File: config.mk
export PLATFORM = sky130hd
export DESIGN_NAME = csr_file
export DESIGN_NICKNAME = d
export VERILOG_FILES = /design/src/rtl/csr_pkg.sv /design/src/rtl/csr_counter64.sv /design/src/rtl/csr_file.sv
export SDC_FILE = /design/constraint.sdc
export NUM_CORES = 1
export LEC_CHECK = 0
export ABC_AREA = 1
export CAP_MARGIN = 5
export CELL_PAD_IN_SITES_DETAIL_PLACEMENT = 1
export CELL_PAD_IN_SITES_GLOBAL_PLACEMENT = 1
export CORE_MARGIN = 10
export CORE_UTILIZATION = 42
export DETAILED_ROUTE_END_ITERATION = 10
export GPL_TIMING_DRIVEN = 0
export PLACE_DENSITY_LB_ADDON = 0.1
export SYNTH_ARGS = -nofsm -noshare
export SYNTH_HDL_FRONTEND = slang
export SYNTH_HIERARCHICAL = 1
export SYNTH_SLANG_ARGS = --single-unit
File: constraint.sdc
create_clock -name clk -period 6.1 [get_ports clk]
set_clock_uncertainty 0.1 [all_clocks]
set_input_delay 0.61 -clock clk [delete_from_list [all_inputs] [get_ports clk]]
set_output_delay 0.61 -clock clk [all_outputs]
set_load 0.02 [all_outputs]
File: src/rtl/csr_pkg.sv
// Shared constants for the machine-mode CSR file: addresses, funct3
// encodings, status bit positions, trap cause codes and the
// read-modify-write helper.
package csr_pkg;

    // CSR addresses
    localparam logic [11:0] CSR_MSTATUS   = 12'h300;
    localparam logic [11:0] CSR_MISA      = 12'h301;
    localparam logic [11:0] CSR_MIE       = 12'h304;
    localparam logic [11:0] CSR_MTVEC     = 12'h305;
    localparam logic [11:0] CSR_MSCRATCH  = 12'h340;
    localparam logic [11:0] CSR_MEPC      = 12'h341;
    localparam logic [11:0] CSR_MCAUSE    = 12'h342;
    localparam logic [11:0] CSR_MTVAL     = 12'h343;
    localparam logic [11:0] CSR_MIP       = 12'h344;
    localparam logic [11:0] CSR_MCYCLE    = 12'hB00;
    localparam logic [11:0] CSR_MINSTRET  = 12'hB02;
    localparam logic [11:0] CSR_MCYCLEH   = 12'hB80;
    localparam logic [11:0] CSR_MINSTRETH = 12'hB82;
    localparam logic [11:0] CSR_CYCLE     = 12'hC00;
    localparam logic [11:0] CSR_INSTRET   = 12'hC02;
    localparam logic [11:0] CSR_CYCLEH    = 12'hC80;
    localparam logic [11:0] CSR_INSTRETH  = 12'hC82;
    localparam logic [11:0] CSR_MHARTID   = 12'hF14;

    // funct3 encodings; bit 2 selects the immediate form, bits [1:0] the operation
    localparam logic [2:0] F3_RW  = 3'b001;
    localparam logic [2:0] F3_RS  = 3'b010;
    localparam logic [2:0] F3_RC  = 3'b011;
    localparam logic [2:0] F3_RWI = 3'b101;
    localparam logic [2:0] F3_RSI = 3'b110;
    localparam logic [2:0] F3_RCI = 3'b111;

    // mstatus / mie / mip bit positions
    localparam int MSTATUS_MIE  = 3;
    localparam int MSTATUS_MPIE = 7;
    localparam int MIE_MTIE     = 7;
    localparam int MIP_MTIP     = 7;

    // mcause codes
    localparam logic [31:0] MCAUSE_ILLEGAL_INSN = 32'd2;
    localparam logic [31:0] MCAUSE_ECALL_M      = 32'd11;
    localparam logic [31:0] MCAUSE_M_TIMER_IRQ  = 32'h8000_0007;

    // Value a CSR instruction would leave in the register, given its old value
    function automatic logic [31:0] apply_op(input logic [2:0]  f3,
                                             input logic [31:0] old,
                                             input logic [31:0] d);
        case (f3[1:0])
            2'b01:   return d;
            2'b10:   return old | d;
            2'b11:   return old & ~d;
            default: return old;
        endcase
    endfunction

endpackage

File: src/rtl/csr_counter64.sv
// 64-bit free-running counter with independently writable 32-bit halves.
// A write to one half wins over that half's increment; the other half keeps
// its own incremented value but sees no carry out of the overwritten half.
module csr_counter64 (
    input  logic        i_clk,
    input  logic        i_reset,
    input  logic        i_inc,
    input  logic        i_wr_lo,
    input  logic        i_wr_hi,
    input  logic [31:0] i_wdata,
    output logic [63:0] o_count
);

    logic [63:0] r_count;
    logic [63:0] w_inc;
    logic [63:0] w_next;

    assign w_inc   = r_count + {63'd0, i_inc};
    assign o_count = r_count;

    // Merge software half-writes over the incremented value
    always_comb begin
        w_next = w_inc;
        if (i_wr_lo) begin
            w_next[31:0]  = i_wdata;
            w_next[63:32] = r_count[63:32];
        end
        if (i_wr_hi) begin
            w_next[63:32] = i_wdata;
        end
    end

    // Counter register
    always_ff @(posedge i_clk) begin
        if (i_reset) r_count <= 64'd0;
        else         r_count <= w_next;
    end

endmodule

File: src/rtl/csr_file.sv
// Machine-mode CSR file for the RV32I core. Reads are combinational and
// return the pre-edge value; writes, trap entry and MRET commit on the edge.
// Same-edge priority: trap entry, then MRET, then the CSR instruction.
module csr_file
    import csr_pkg::*;
#(
    parameter logic [31:0] HART_ID     = 32'd0,
    parameter logic [31:0] RESET_MTVEC = 32'h0000_0000,
    parameter logic [31:0] MISA_VAL    = 32'h4000_0100
) (
    input  logic        clk,
    input  logic        reset,
    input  logic        csr_we,
    input  logic        csr_re,
    input  logic [2:0]  csr_funct3,
    input  logic [11:0] csr_addr,
    input  logic [31:0] csr_data_i,
    output logic [31:0] csr_data_o,
    output logic        csr_illegal,
    input  logic        instret_inc,
    input  logic        mtip,
    input  logic        trap_valid,
    input  logic [31:0] trap_cause,
    input  logic [31:0] trap_pc,
    input  logic [31:0] trap_tval,
    input  logic        mret,
    output logic [31:0] mtvec_o,
    output logic [31:0] mepc_o,
    output logic        irq_pending
);

    logic        r_mstatus_mie;
    logic        r_mstatus_mpie;
    logic [31:0] r_mie;
    logic [31:0] r_mtvec;
    logic [31:0] r_mscratch;
    logic [31:0] r_mepc;
    logic [31:0] r_mcause;
    logic [31:0] r_mtval;

    logic [63:0] w_cycle;
    logic [63:0] w_instret;
    logic [31:0] w_old;
    logic [31:0] w_new;
    logic        w_supported;
    logic        w_bad_f3;
    logic        w_eff_wr;
    logic        w_wr;

    // Old-value read mux and address decode
    always_comb begin
        w_supported = 1'b1;
        w_old       = 32'd0;
        case (csr_addr)
            CSR_MSTATUS: begin
                w_old[MSTATUS_MIE]  = r_mstatus_mie;
                w_old[MSTATUS_MPIE] = r_mstatus_mpie;
            end
            CSR_MISA:                    w_old = MISA_VAL;
            CSR_MIE:                     w_old = r_mie;
            CSR_MTVEC:                   w_old = r_mtvec;
            CSR_MSCRATCH:                w_old = r_mscratch;
            CSR_MEPC:                    w_old = r_mepc;
            CSR_MCAUSE:                  w_old = r_mcause;
            CSR_MTVAL:                   w_old = r_mtval;
            CSR_MIP:                     w_old[MIP_MTIP] = mtip;
            CSR_MCYCLE,    CSR_CYCLE:    w_old = w_cycle[31:0];
            CSR_MCYCLEH,   CSR_CYCLEH:   w_old = w_cycle[63:32];
            CSR_MINSTRET,  CSR_INSTRET:  w_old = w_instret[31:0];
            CSR_MINSTRETH, CSR_INSTRETH: w_old = w_instret[63:32];
            CSR_MHARTID:                 w_old = HART_ID;
            default:                     w_supported = 1'b0;
        endcase
    end

    // Set/clear with a zero operand is a pure read, so it never counts as a write
    assign w_bad_f3    = (csr_funct3[1:0] == 2'b00);
    assign w_eff_wr    = csr_we && !w_bad_f3 && ((csr_funct3[1:0] == 2'b01) || (csr_data_i != 32'd0));
    assign csr_illegal = (csr_we || csr_re) &&
                         (!w_supported || w_bad_f3 || (w_eff_wr && (csr_addr[11:10] == 2'b11)));
    assign w_wr        = w_eff_wr && !csr_illegal;
    assign w_new       = apply_op(csr_funct3, w_old, csr_data_i);

    assign csr_data_o  = csr_re ? w_old : 32'd0;
    assign mtvec_o     = r_mtvec;
    assign mepc_o      = r_mepc;
    assign irq_pending = r_mstatus_mie && r_mie[MIE_MTIE] && mtip;

    csr_counter64 u_mcycle (
        .i_clk   (clk),
        .i_reset (reset),
        .i_inc   (1'b1),
        .i_wr_lo (w_wr && (csr_addr == CSR_MCYCLE)),
        .i_wr_hi (w_wr && (csr_addr == CSR_MCYCLEH)),
        .i_wdata (w_new),
        .o_count (w_cycle)
    );

    csr_counter64 u_minstret (
        .i_clk   (clk),
        .i_reset (reset),
        .i_inc   (instret_inc),
        .i_wr_lo (w_wr && (csr_addr == CSR_MINSTRET)),
        .i_wr_hi (w_wr && (csr_addr == CSR_MINSTRETH)),
        .i_wdata (w_new),
        .o_count (w_instret)
    );

    // Trap state and plain CSRs; trap/mret suppress writes to the registers they own
    always_ff @(posedge clk) begin
        if (reset) begin
            r_mstatus_mie  <= 1'b0;
            r_mstatus_mpie <= 1'b0;
            r_mie          <= 32'd0;
            r_mtvec        <= RESET_MTVEC;
            r_mscratch     <= 32'd0;
            r_mepc         <= 32'd0;
            r_mcause       <= 32'd0;
            r_mtval        <= 32'd0;
        end else begin
            if (trap_valid) begin
                r_mepc         <= trap_pc & ~32'd3;
                r_mcause       <= trap_cause;
                r_mtval        <= trap_tval;
                r_mstatus_mpie <= r_mstatus_mie;
                r_mstatus_mie  <= 1'b0;
            end else begin
                if (mret) begin
                    r_mstatus_mie  <= r_mstatus_mpie;
                    r_mstatus_mpie <= 1'b1;
                end else if (w_wr && (csr_addr == CSR_MSTATUS)) begin
                    r_mstatus_mie  <= w_new[MSTATUS_MIE];
                    r_mstatus_mpie <= w_new[MSTATUS_MPIE];
                end
                if (w_wr && (csr_addr == CSR_MEPC))   r_mepc   <= w_new & ~32'd3;
                if (w_wr && (csr_addr == CSR_MCAUSE)) r_mcause <= w_new;
                if (w_wr && (csr_addr == CSR_MTVAL))  r_mtval  <= w_new;
            end
            if (w_wr && (csr_addr == CSR_MIE))      r_mie      <= w_new;
            if (w_wr && (csr_addr == CSR_MTVEC))    r_mtvec    <= w_new & ~32'd3;
            if (w_wr && (csr_addr == CSR_MSCRATCH)) r_mscratch <= w_new;
        end
    end

endmodule

Yosys cells after proc, flatten, opt, wreduce, memory -nomap -nowiden
Cells that the tools add are included.

word-level totals
  register bits = 318
  input bits = 151
  output and inout port bits = 98

operators by class
  $add $sub $neg = 2
  eq/ne operators = 24
  muxes and demuxes = 23
  bitwise operators = 3
  reduce and logical (&&, ||, !) cells = 38

operators by type and width
  kind                   number
  $mux 32                9
  $pmux 24 s11           1
  $mux 64                2
  $eq 12x10->1 const B   9
  $eq 12x12->1 const B   9
  $pmux 32 s3            1
  $add 64x1->64          1
  $add 64x1->64 const B  1
  $pmux 3 s10            2
  $and 32x32->32         1
  $not 32->32            1
  $or 32x32->32          1
  $reduce_bool 32->1     1
  $logic_and 1x1->1      18
  $reduce_or 18->1       1
  $pmux 1 s12            1
  $pmux 1 s11            1
  $reduce_or 2->1        5
  $reduce_bool 2->1      4
  $eq 2x2->1 const B     3
  $mux 1                 6
  $logic_or 1x1->1       4
  $ne 2x2->1 const B     2
  $logic_not 1->1        3
  3 further kinds        3

Logic depth before layout (Yosys ltp)
Gate-level depths: netlist of the first run.

  depth after elaboration = 13
  depth in mapped cells = 21
  gate-level depth less buffers = 19

Hierarchy
The synthesis of the first run kept the hierarchy.

by module, submodules not included
  module                      instances  cells each  area an instance (um^2)  sequential area each (um^2)
  csr_file                    1          2374        12926.1                  3803.6
  csr_counter64 (u_minstret)  1          812         4740.8                   1281.2
  csr_counter64 (u_mcycle)    1          813         4712.0                   1281.2

Worst setup path before layout of the first run
No wires, ideal clock.

  kind = input -> register
  start = in csr_addr[5]
  end = reg u_minstret.r_count[56] (netlist: u_minstret/o_count[56])
  library setup time = 71 ps
  arrival = 2731 ps
  data required time = 5929 ps
  path slack = 3198 ps
  stages on the path = 18
  path buffers = 3
  cell sequence = nor2_2 -> nand2_2 -> nor2_8 -> nand2_1 -> buf_6 -> nand2_1 -> nor2_1 -> nand4_1 -> nand2_2 -> nand2_8 -> nand3_1 -> nor3_1 -> buf_2 -> inv_1 -> buf_1 -> o22ai_1 -> inv_1 -> a21oi_1

between the ends
  longest elaborated chain between the ends = 11
  elaborated cells on any way between the ends = 38

ends and longest elaborated chain
  what                                             RTL line                          RTL
  start, declared                                  csr_file.sv:16                    input logic [11:0] csr_addr,
  $eq 12x12->1, or another cell as far along       csr_file.sv:54                    case (csr_addr)
  $reduce_or 18->1 (no line)                       -
  $mux 1                                           csr_file.sv:54
  $logic_not 1->1                                  csr_file.sv:80                    (!w_supported || w_bad_f3 || (w_eff_wr && (csr_addr[11:10] == 2'b11)));
  $logic_or 1x1->1 (2 in a row)                    csr_file.sv:80
  $logic_and 1x1->1                                csr_file.sv:79                    assign csr_illegal = (csr_we || csr_re) &&
  $logic_not 1->1                                  csr_file.sv:81                    assign w_wr = w_eff_wr && !csr_illegal;
  $logic_and 1x1->1                                csr_file.sv:81
  $logic_and 1x1->1, on equally long branches      csr_file.sv:104, csr_file.sv:103
  $ne 2x2->1 (no line) or $mux 32 (tied branches)  -
  end signal, assigned                             csr_counter64.sv:36               else r_count <= w_next;
  end, declared                                    csr_counter64.sv:14               logic [63:0] r_count;

Several ways; a longest one is shown, not always the timed one.
A chain may end at the register's enable or synchronous reset.

Final worst setup path of the first run
  start = in csr_addr[7]
  end = out csr_data_o[17]

between the ends
  longest elaborated chain between the ends = 4
  elaborated cells on any way between the ends = 21

ends and longest elaborated chain
  what              RTL line        RTL
  $eq 12x12->1      csr_file.sv:54
  $reduce_or 2->1   csr_file.sv:54
  $pmux 24 s11 (*)  csr_file.sv:54
  $mux 32 (*)       csr_file.sv:84  assign csr_data_o = csr_re ? w_old : 32'd0;
  end, declared     csr_file.sv:18  output logic [31:0] csr_data_o,

Every way passes the cells marked *; elsewhere a longest branch is shown, timed or not.

==> results of run 1 <==
-- layout make-up --
class | count | area, um2 | area share [%]
Multi-Input combinational cell | 2953 | 13130 | 48.76
Sequential cell | 318 | 6366 | 23.64
Timing Repair Buffer | 240 | 2402 | 8.919
Inverter | 550 | 2064 | 7.665
Clock buffer | 60 | 1176 | 4.367
Tap cell | 688 | 860.8 | 3.196
Buffer | 181 | 827.0 | 3.071
Clock inverter | 10 | 105.1 | 0.3902
-- stage by stage --
step	util (%)	instance area, um2	setup slack [ns]
global placement	48.72	25650	1.277
finish	51.15	26930	1.280
global route	51.15	26930	1.243
CTS	51.15	26930	1.377
floorplan	-	22390	3.198
detailed placement	48.72	25650	1.270
-- critical path, cell delays in order --
cell and delay (ns):
sky130_fd_sc_hd__clkdlybuf4s50_1 0.49, sky130_fd_sc_hd__inv_2 0.10, sky130_fd_sc_hd__nand2_1 0.06, sky130_fd_sc_hd__nor2_2 0.29, sky130_fd_sc_hd__nand3_2 0.30, sky130_fd_sc_hd__clkbuf_1 0.31, sky130_fd_sc_hd__o21ai_0 0.91, sky130_fd_sc_hd__nor2_1 0.14
sky130_fd_sc_hd__a31oi_1 0.24, sky130_fd_sc_hd__clkdlybuf4s50_1 0.65
-- Yosys cell counts, drive strengths merged, types with 20 or more instances --
library cell and count:
nand2 1325, nor2 744, inv 547, dfxtp 318, nand3 265, a21oi 221
o21ai 191, clkbuf 97, buf 84, o22ai 51, xnor2 41, nand3b 34
xor2 20
-- path summary, 6_finish.rpt --
| path | start | end | slack [ns] | cells after the start |
|---|---|---|---|---|
| worst max-delay path | csr_addr[7] | csr_data_o[17] | 1.28 | 10 |
| worst min-delay path | r_mie[28] | r_mie[28] | 0.42 | 4 |
| worst max register to register | u_minstret/o_count[29] | mepc_o[29] | 3.02 | 10 |
| worst min register to register | r_mie[28] | r_mie[28] | 0.42 | 4 |
-- sequential cells by signal, summed over array words and instances (netlist names) --
name and cells:
u_minstret/o_count 64, mtvec_o 30, r_mstatus_mie 1, r_mcause 32, r_mie 32, r_mtval 32
u_mcycle/o_count 64, r_mstatus_mpie 1, r_mscratch 32, mepc_o 30
-- metal layers --
layer / part of all wire (%) / wire [um]
met1: 39 / 49280
met2: 43 / 53740
met3: 10 / 12850
met4: 7.3 / 9153
met5: 0.024 / 30
-- power by group through the flow --
stage	Clock, W	Combinational (W)	Sequential, W
finish	0.00246	0.000714	0.00216
global route	0.00253	0.000744	0.00216
CTS	0.00246	0.000683	0.00216
detailed placement	0	0.000676	0.00220
global placement	0	0.000665	0.00220
floorplan	0	0.000301	0.00221
-- layout by cell type, fill, tap and decap left out, drive strengths merged --
cell and instances:
a31oi 13, and2 1, clkdlybuf4s50 240, inv 549
bufinv 1, o21ai 191, xnor2 41, o22ai 51
nor2 744, conb 5, ha 4, dfxtp 318
clkinv 10, clkbuf 157, nand3 265, nand4 19
nand2 1325, nor3 19, nand3b 34, a21oi 221
xor2 20, buf 84
-- logic make-up (layout without fill, tap and decap cells) --
family,after synthesis,after routing
flops,318,318
simple gates,2407,2407
xor+xnor,61,61
other cells,2,5
fa+ha+maj,4,4
compound gates,476,476
buf+inv,731,1041
==> impl_results.rst, run 1 <==
.. list-table::
   :header-rows: 1

   * - Metric
     - Value
   * - Result of the run
     - finished clean
   * - Nets@finish
     - between 4000 and 5000
   * - Clock period minus final worst setup slack
     - 4.820 ns
   * - Global routing usage on met1
     - 46.36%
   * - Number of cells upsized or downsized after cts
     - 0
   * - FF+latch count, synth
     - between 300 and 400
   * - Clock buffer depth
     - 3
   * - Area of the die
     - 0.06292 mm2
   * - Worst endpoint required time
     - 5.39 ns
   * - Average cell area after synthesis
     - 5.596 um2
   * - Static Leak
     - about 12 nW
   * - Growth of design area from synthesis to finish
     - 20.36%
   * - Number of flops mapped to enable cells by yosys
     - 0
   * - Setup repair after global routing missed its margin
     - no
   * - Number of nets with antenna violations after detailed routing
     - 0
   * - Kind of start point of the critical path
     - primary input
   * - Detailed placement HPWL
     - slightly below 100 mm
   * - Worst skew pair latency
     - slightly above 0.6 ns
   * - Fraction of synthesized cell area in xor and xnor cells
     - approximately 2.4%
   * - Remaining max-slew budget at the tightest pin
     - ~22%
   * - Number of clock sinks
     - ~320
   * - Global-route wire length before repair
     - around 180 mm
   * - Final cycle utilization of the critical path
     - between 70 and 80%
   * - Ys flop type
     - sky130_fd_sc_hd__dfxtp_1
   * - Switching power as a share of total power
     - 30.05%
   * - Number of setup violations in the final report
     - 0
   * - Via count of the first global-routing pass
     - around 28000
   * - Pint
     - between 0.003 and 0.004 W
   * - Hold Path Class
     - flop to flop
   * - Wire length after detailed routing
     - around 130 mm
   * - Root buffer cell
     - sky130_fd_sc_hd__clkbuf_16
   * - Layout cell share with drive strength beyond 1
     - around 5.4%
   * - Clock-pin slew on the worst setup and hold paths
     - around 0.060 ns
   * - Cells after DPL
     - around 5000
   * - Post-synthesis simple-gate area fraction
     - between 40 and 50%
   * - Standard-cell row count
     - 84
   * - Post-synthesis instance area
     - around 0.022 mm2
   * - # port buffers
     - between 200 and 250
   * - Seq pwr share
     - between 40% and 50%
   * - I/O Pins
     - between 200 and 250
   * - Post-synth cell types
     - 38
   * - Endpoints failing hold
     - 0
   * - Count of filler cells inserted in the layout
     - between 7000 and 8000
   * - Start-to-end type of the worst setup path
     - primary input to output pin
   * - Critical path capture point type
     - output pin
   * - Synth async-reset ratio
     - 0%
   * - Setup TNS
     - 0 ns
   * - Die height
     - around 250 um
   * - Number of standard cells in the final layout excluding fillers
     - 5000
   * - Met3 track utilization from global routing
     - under 10%
   * - GP Congestion
     - between 1 and 1.5
   * - DIE WIDTH
     - 250.8 um
   * - Clock share of power
     - a little under half
   * - DRC violation total after the first TritonRoute iteration
     - roughly 3200
   * - Share of the synthesized area in compound gates (AO/OA/AOI/OAI)
     - around 11%
   * - Total power of the final layout
     - around 0.0053 W
   * - Via/cell ratio
     - around 5.6
   * - Arrival time worst endpoint
     - 4.11 ns
   * - Main combinational cell family by area after synthesis
     - simple AND/OR/NAND/NOR gates
   * - Worst vdd rail ir drop
     - 179.4 uV
   * - Mux cell area share after synthesis
     - 0%
   * - Number of hold buffers added after cts
     - 0
   * - Largest fanout on the critical path
     - 10
   * - Number of antenna violations at the first check in global routing
     - 2
   * - Synth top area cells
     - sky130_fd_sc_hd__dfxtp_1, sky130_fd_sc_hd__nand2_1, sky130_fd_sc_hd__nor2_1
   * - Highest Clock Rate
     - 0.2075 GHz
   * - # diodes
     - 0
   * - Arithmetic-cell share of the synthesized area counting full adders, half adders and majority gates
     - less than 1%
   * - Placeable Area
     - roughly 0.053 mm2
   * - Worst hold-check slack
     - 0.4197 ns
   * - Warning count from the yosys run
     - 6
   * - Max-slew violations
     - 0
   * - Largest area contributor in the netlist
     - sky130_fd_sc_hd__dfxtp_1
   * - CTS Buf Count
     - 40
   * - Met2 Use GR
     - between 50% and 60%
   * - Tightest Pin Transition
     - roughly 1.2 ns
   * - Router iterations before antenna repair
     - 5
   * - Routing layer with the top usage in global route
     - met2
   * - Switch Pwr
     - about 0.0016 W
   * - Global-route usage over all layers
     - between 30 and 40%
   * - Vias
     - between 20000 and 30000
   * - Remaining design rule violation count
     - 0
   * - H-tree level count
     - 2
   * - Power density normalized to cell area
     - 197.9 mW/mm2
   * - Maximum number of pins on one net before global-route repair
     - 12
   * - Clock tree from TritonCTS
     - done
   * - Gate Count Post-Synth
     - 3999
   * - Grt total ovfl
     - 0
   * - Fraction of the yosys area taken by sequential cells
     - 28.45%
   * - Top cell type's share of synthesized area
     - 28.45%
   * - Initial core utilization
     - a little over two fifths
   * - Post CTS Setup Buffer Count
     - 0
   * - Relative contribution of combinational cells to total power
     - between 10% and 20%
   * - Routed len/inst
     - 25.01 um
   * - Max-capacitance violation count
     - 0
No activity file was read; power rests on OpenSTA's default activity.
==> run 2, diff against run 1 <==
--- a/config.mk
+++ b/config.mk
@@ -10,7 +10,7 @@
 export CELL_PAD_IN_SITES_DETAIL_PLACEMENT = 1
 export CELL_PAD_IN_SITES_GLOBAL_PLACEMENT = 1
 export CORE_MARGIN = 10
-export CORE_UTILIZATION = 42
+export CORE_UTILIZATION = 35
 export DETAILED_ROUTE_END_ITERATION = 10
 export GPL_TIMING_DRIVEN = 0
 export PLACE_DENSITY_LB_ADDON = 0.1
==> constraint.sdc (replaced) <==
create_clock -name clk -period 4.35 [get_ports clk]
set_clock_uncertainty 0.1 [all_clocks]
set_input_delay 0.435 -clock clk [delete_from_list [all_inputs] [get_ports clk]]
set_output_delay 0.435 -clock clk [all_outputs]
set_load 0.02 [all_outputs]
==> run 2 against run 1 <==
Compared with the run above: routed wire length grew 2.3%; combinational power grew 39%; highest routed layer unchanged; final area grew 1.1%; hold slack lost 0.0059 ns; critical endpoint is now csr_data_o[31]; non-clock buffer count is the same; final cell count grew 3.3%; sequential power grew 40%; flip-flop and latch count is the same.
==> impl_results.rst, run 2 (synthesized netlist as in run 1, its figures left out) <==
.. list-table::
   :header-rows: 1

   * - Metric
     - Value
   * - Result of the run
     - finished clean
   * - Clock period minus final worst setup slack
     - between 4 and 5 ns
   * - Tightest Pin Transition
     - 1.025 ns (-0.1288 ns)
   * - Number of setup violations in the final report
     - 0 (unchanged)
   * - Clock tree from TritonCTS
     - done
   * - Standard-cell row count
     - 92 (+9.5%)
   * - Met2 Routed Length
     - 56.04 mm (+4.3%)
   * - Start-to-end type of the worst setup path
     - primary input to output pin
   * - Wire length after detailed routing
     - 128.0 mm (+2.3%)
   * - Number of antenna violations at the first check in global routing
     - 8 (+6)
   * - Largest fanout on the critical path
     - 10 (unchanged)
   * - Critical path capture point type
     - output pin
   * - Die height
     - 272.9 um (+8.8%)
   * - I/O Pins
     - 249 (unchanged)
   * - Length of routed met3 wiring
     - 11.35 mm (-12%)
   * - Root buffer cell
     - sky130_fd_sc_hd__clkbuf_16
   * - Worst hold-check slack
     - 0.4138 ns (-0.005886 ns)
   * - Detailed placement HPWL
     - 103.2 mm (+3.7%)
   * - Cell breakdown of the critical path
     - clkdlybuf4s50_1, nand2_2, inv_2, nand2_4, nor2_1, nand2_1, clkbuf_1, o21ai_0, nor2_1, nand3_1, nand2_1, inv_1, clkdlybuf4s50_1
   * - Fin area
     - 0.02724 mm2 (+1.1%)
   * - Via/cell ratio
     - 5.338 (-5.4%)
   * - # port buffers
     - 240 (unchanged)
   * - DIE WIDTH
     - 272.9 um (+8.8%)
   * - Worst endpoint required time
     - 3.82 ns (-1.57 ns)
   * - Cell family contributing the most delay on the critical path
     - buffers and inverters
   * - Area after detailed placement
     - 0.02585 mm2 (+0.77%)
   * - Power density normalized to cell area
     - 279.5 mW/mm2 (+41%)
   * - Setup repair after global routing missed its margin
     - no
   * - Max-capacitance violation count
     - 0 (unchanged)
   * - Remaining design rule violation count
     - 0 (unchanged)
   * - Endpoints failing hold
     - 0 (unchanged)
   * - CTS Buf Count
     - 43 (+7.5%)
   * - Hold Path Class
     - flop to flop
   * - Highest metal used
     - met5
   * - Final cycle utilization of the critical path
     - 98.43%
   * - Highest Clock Rate
     - 0.2335 GHz
   * - Grt total ovfl
     - 0 (unchanged)
   * - Stage delay of the slowest cell on the critical path
     - 0.63 ns (-0.28 ns)
   * - H-tree level count
     - 2 (unchanged)
   * - Initial core utilization
     - 35.41% (-7.1 points)
   * - Wire length on met1
     - 53.26 mm (+8.1%)
   * - Global-route wire length before repair
     - 184.0 mm (+2.3%)
   * - Clock-pin slew on the worst setup and hold paths
     - 0.06 ns (about the same)
   * - Worst vdd rail ir drop
     - 231.7 uV (+29%)
   * - Routed len/inst
     - 24.78 um (-0.91%)
   * - Global-route usage over all layers
     - 33.45% (-4.5 points)
   * - Max-slew violations
     - 0 (unchanged)
   * - Cell with the largest stage delay on the worst path
     - sky130_fd_sc_hd__o21ai_0
   * - Maximum number of pins on one net before global-route repair
     - 12 (unchanged)
   * - Count of buffer and inverter cells on the critical path
     - 5 (+1)
   * - Area of the die
     - 0.07446 mm2 (+18%)
   * - Clock buffer depth
     - 3 (unchanged)
   * - Router iterations before antenna repair
     - 5 (unchanged)
   * - Arrival time worst endpoint
     - 3.75 ns (-0.36 ns)
   * - Kind of start point of the critical path
     - primary input
   * - Leading cell types in the layout, fill and taps excluded
     - sky130_fd_sc_hd__nand2_1, sky130_fd_sc_hd__nor2_1, sky130_fd_sc_hd__inv_1
   * - Layout cell share with drive strength beyond 1
     - 5.583% (+0.18 points)
   * - Remaining max-slew budget at the tightest pin
     - 31.49% (+9.2 points)
   * - Number of nets with antenna violations after detailed routing
     - 0 (unchanged)
   * - GP Congestion
     - 1.019 (-2.9%)
   * - Static Leak
     - 12.39 nW (+0.31%)
   * - Growth of design area from synthesis to finish
     - 21.72%
   * - DRC violation total after the first TritonRoute iteration
     - 2429 (-25%)
   * - Vias
     - 27570 (-2.3%)
   * - Nets@finish
     - 4442 (+0.068%)
   * - Number of clock sinks
     - 318 (unchanged)
   * - Most common cell after layout, fill and taps aside
     - sky130_fd_sc_hd__nand2_1
   * - Placeable Area
     - 0.06320 mm2 (+20%)
   * - Worst skew pair latency
     - 0.60 ns (about the same)
   * - Via count of the first global-routing pass
     - 27030 (-3.6%)
## run 2: changes by cell type in the layout (fill, tap and decap cells not counted), moves of 3 or more
cell                        change
sky130_fd_sc_hd__clkbuf_1       +4
sky130_fd_sc_hd__clkbuf_16      +4
sky130_fd_sc_hd__clkbuf_8       -3
sky130_fd_sc_hd__nor2_1         -6
sky130_fd_sc_hd__nor2_2         +6
sky130_fd_sc_hd__o21ai_0        -5
sky130_fd_sc_hd__o21ai_1        +5
## run 2: final cells by class
| cell class | instances | area (um2) |
|---|---|---|
| Inverter | 550 | 2064 |
| Sequential cell | 318 | 6366 |
| Timing Repair Buffer | 240 | 2402 |
| Fill cell | 8782 | 35960 |
| Buffer | 181 | 827.0 |
| Tap cell | 846 | 1059 |
| Antenna cell | 1 | 2.502 |
| Multi-Input combinational cell | 2953 | 13150 |
| Clock buffer | 65 | 1250 |
| Clock inverter | 10 | 115.1 |
## run 2: stage by stage
step / total power (W) / worst slack, ns / util (%) / cells / TNS, ns
after floorplan: 0.003517 / 1.623 / - / 4002 / 0
after global placement: 0.004035 / -0.4183 / 40.91 / 5088 / -14.00
after detailed placement: 0.004043 / -0.4565 / 40.91 / 5088 / -17.12
after CTS: 0.007605 / 0.01195 / 43.07 / 5163 / 0
after global routing: 0.007804 / 0.007768 / 43.10 / 5163 / 0
final: 0.007612 / 0.06817 / 43.10 / 5164 / 0
## run 2: final timing paths
kind	slack [ns]	startpoint	cells after the start	endpoint
worst max-delay path	0.07	csr_addr[9]	13	csr_data_o[31]
worst min-delay path	0.41	r_mscratch[29]	4	r_mscratch[29]
worst max register to register	1.23	u_mcycle/o_count[51]	10	mepc_o[19]
worst min register to register	0.41	r_mscratch[29]	4	r_mscratch[29]
## run 2: what timing repair did
item | in CTS | in global routing
hold buffers | 0 | 0
setup buffers | 0 | 0
setup endpoints to repair | 1 | 38
gates resized for setup | 1 | 11
## run 2: power by group
group,internal (W),switching (W),total (W)
Combinational,0.000313,0.000678,0.000991
Clock,0.00209,0.00150,0.00359
Sequential,0.00298,0.0000443,0.00303
Total,0.00539,0.00222,0.00761
## run 2: per-layer routing
layer / vias up / GRT usage, %
li1: 12880 / -
met1: 13130 / 43.06
met2: 1237 / 52.85
met3: 310 / 6.052
met4: 8 / 17.06
met5: - / 0
## run 2: worst register-to-register path: cells and delay by family, from the launching register on
kind	cells	cell delay, ns
and+or+nand+nor	9	2.27
DFF	1	0.42
AOI/OAI and AO/OA	1	0.23
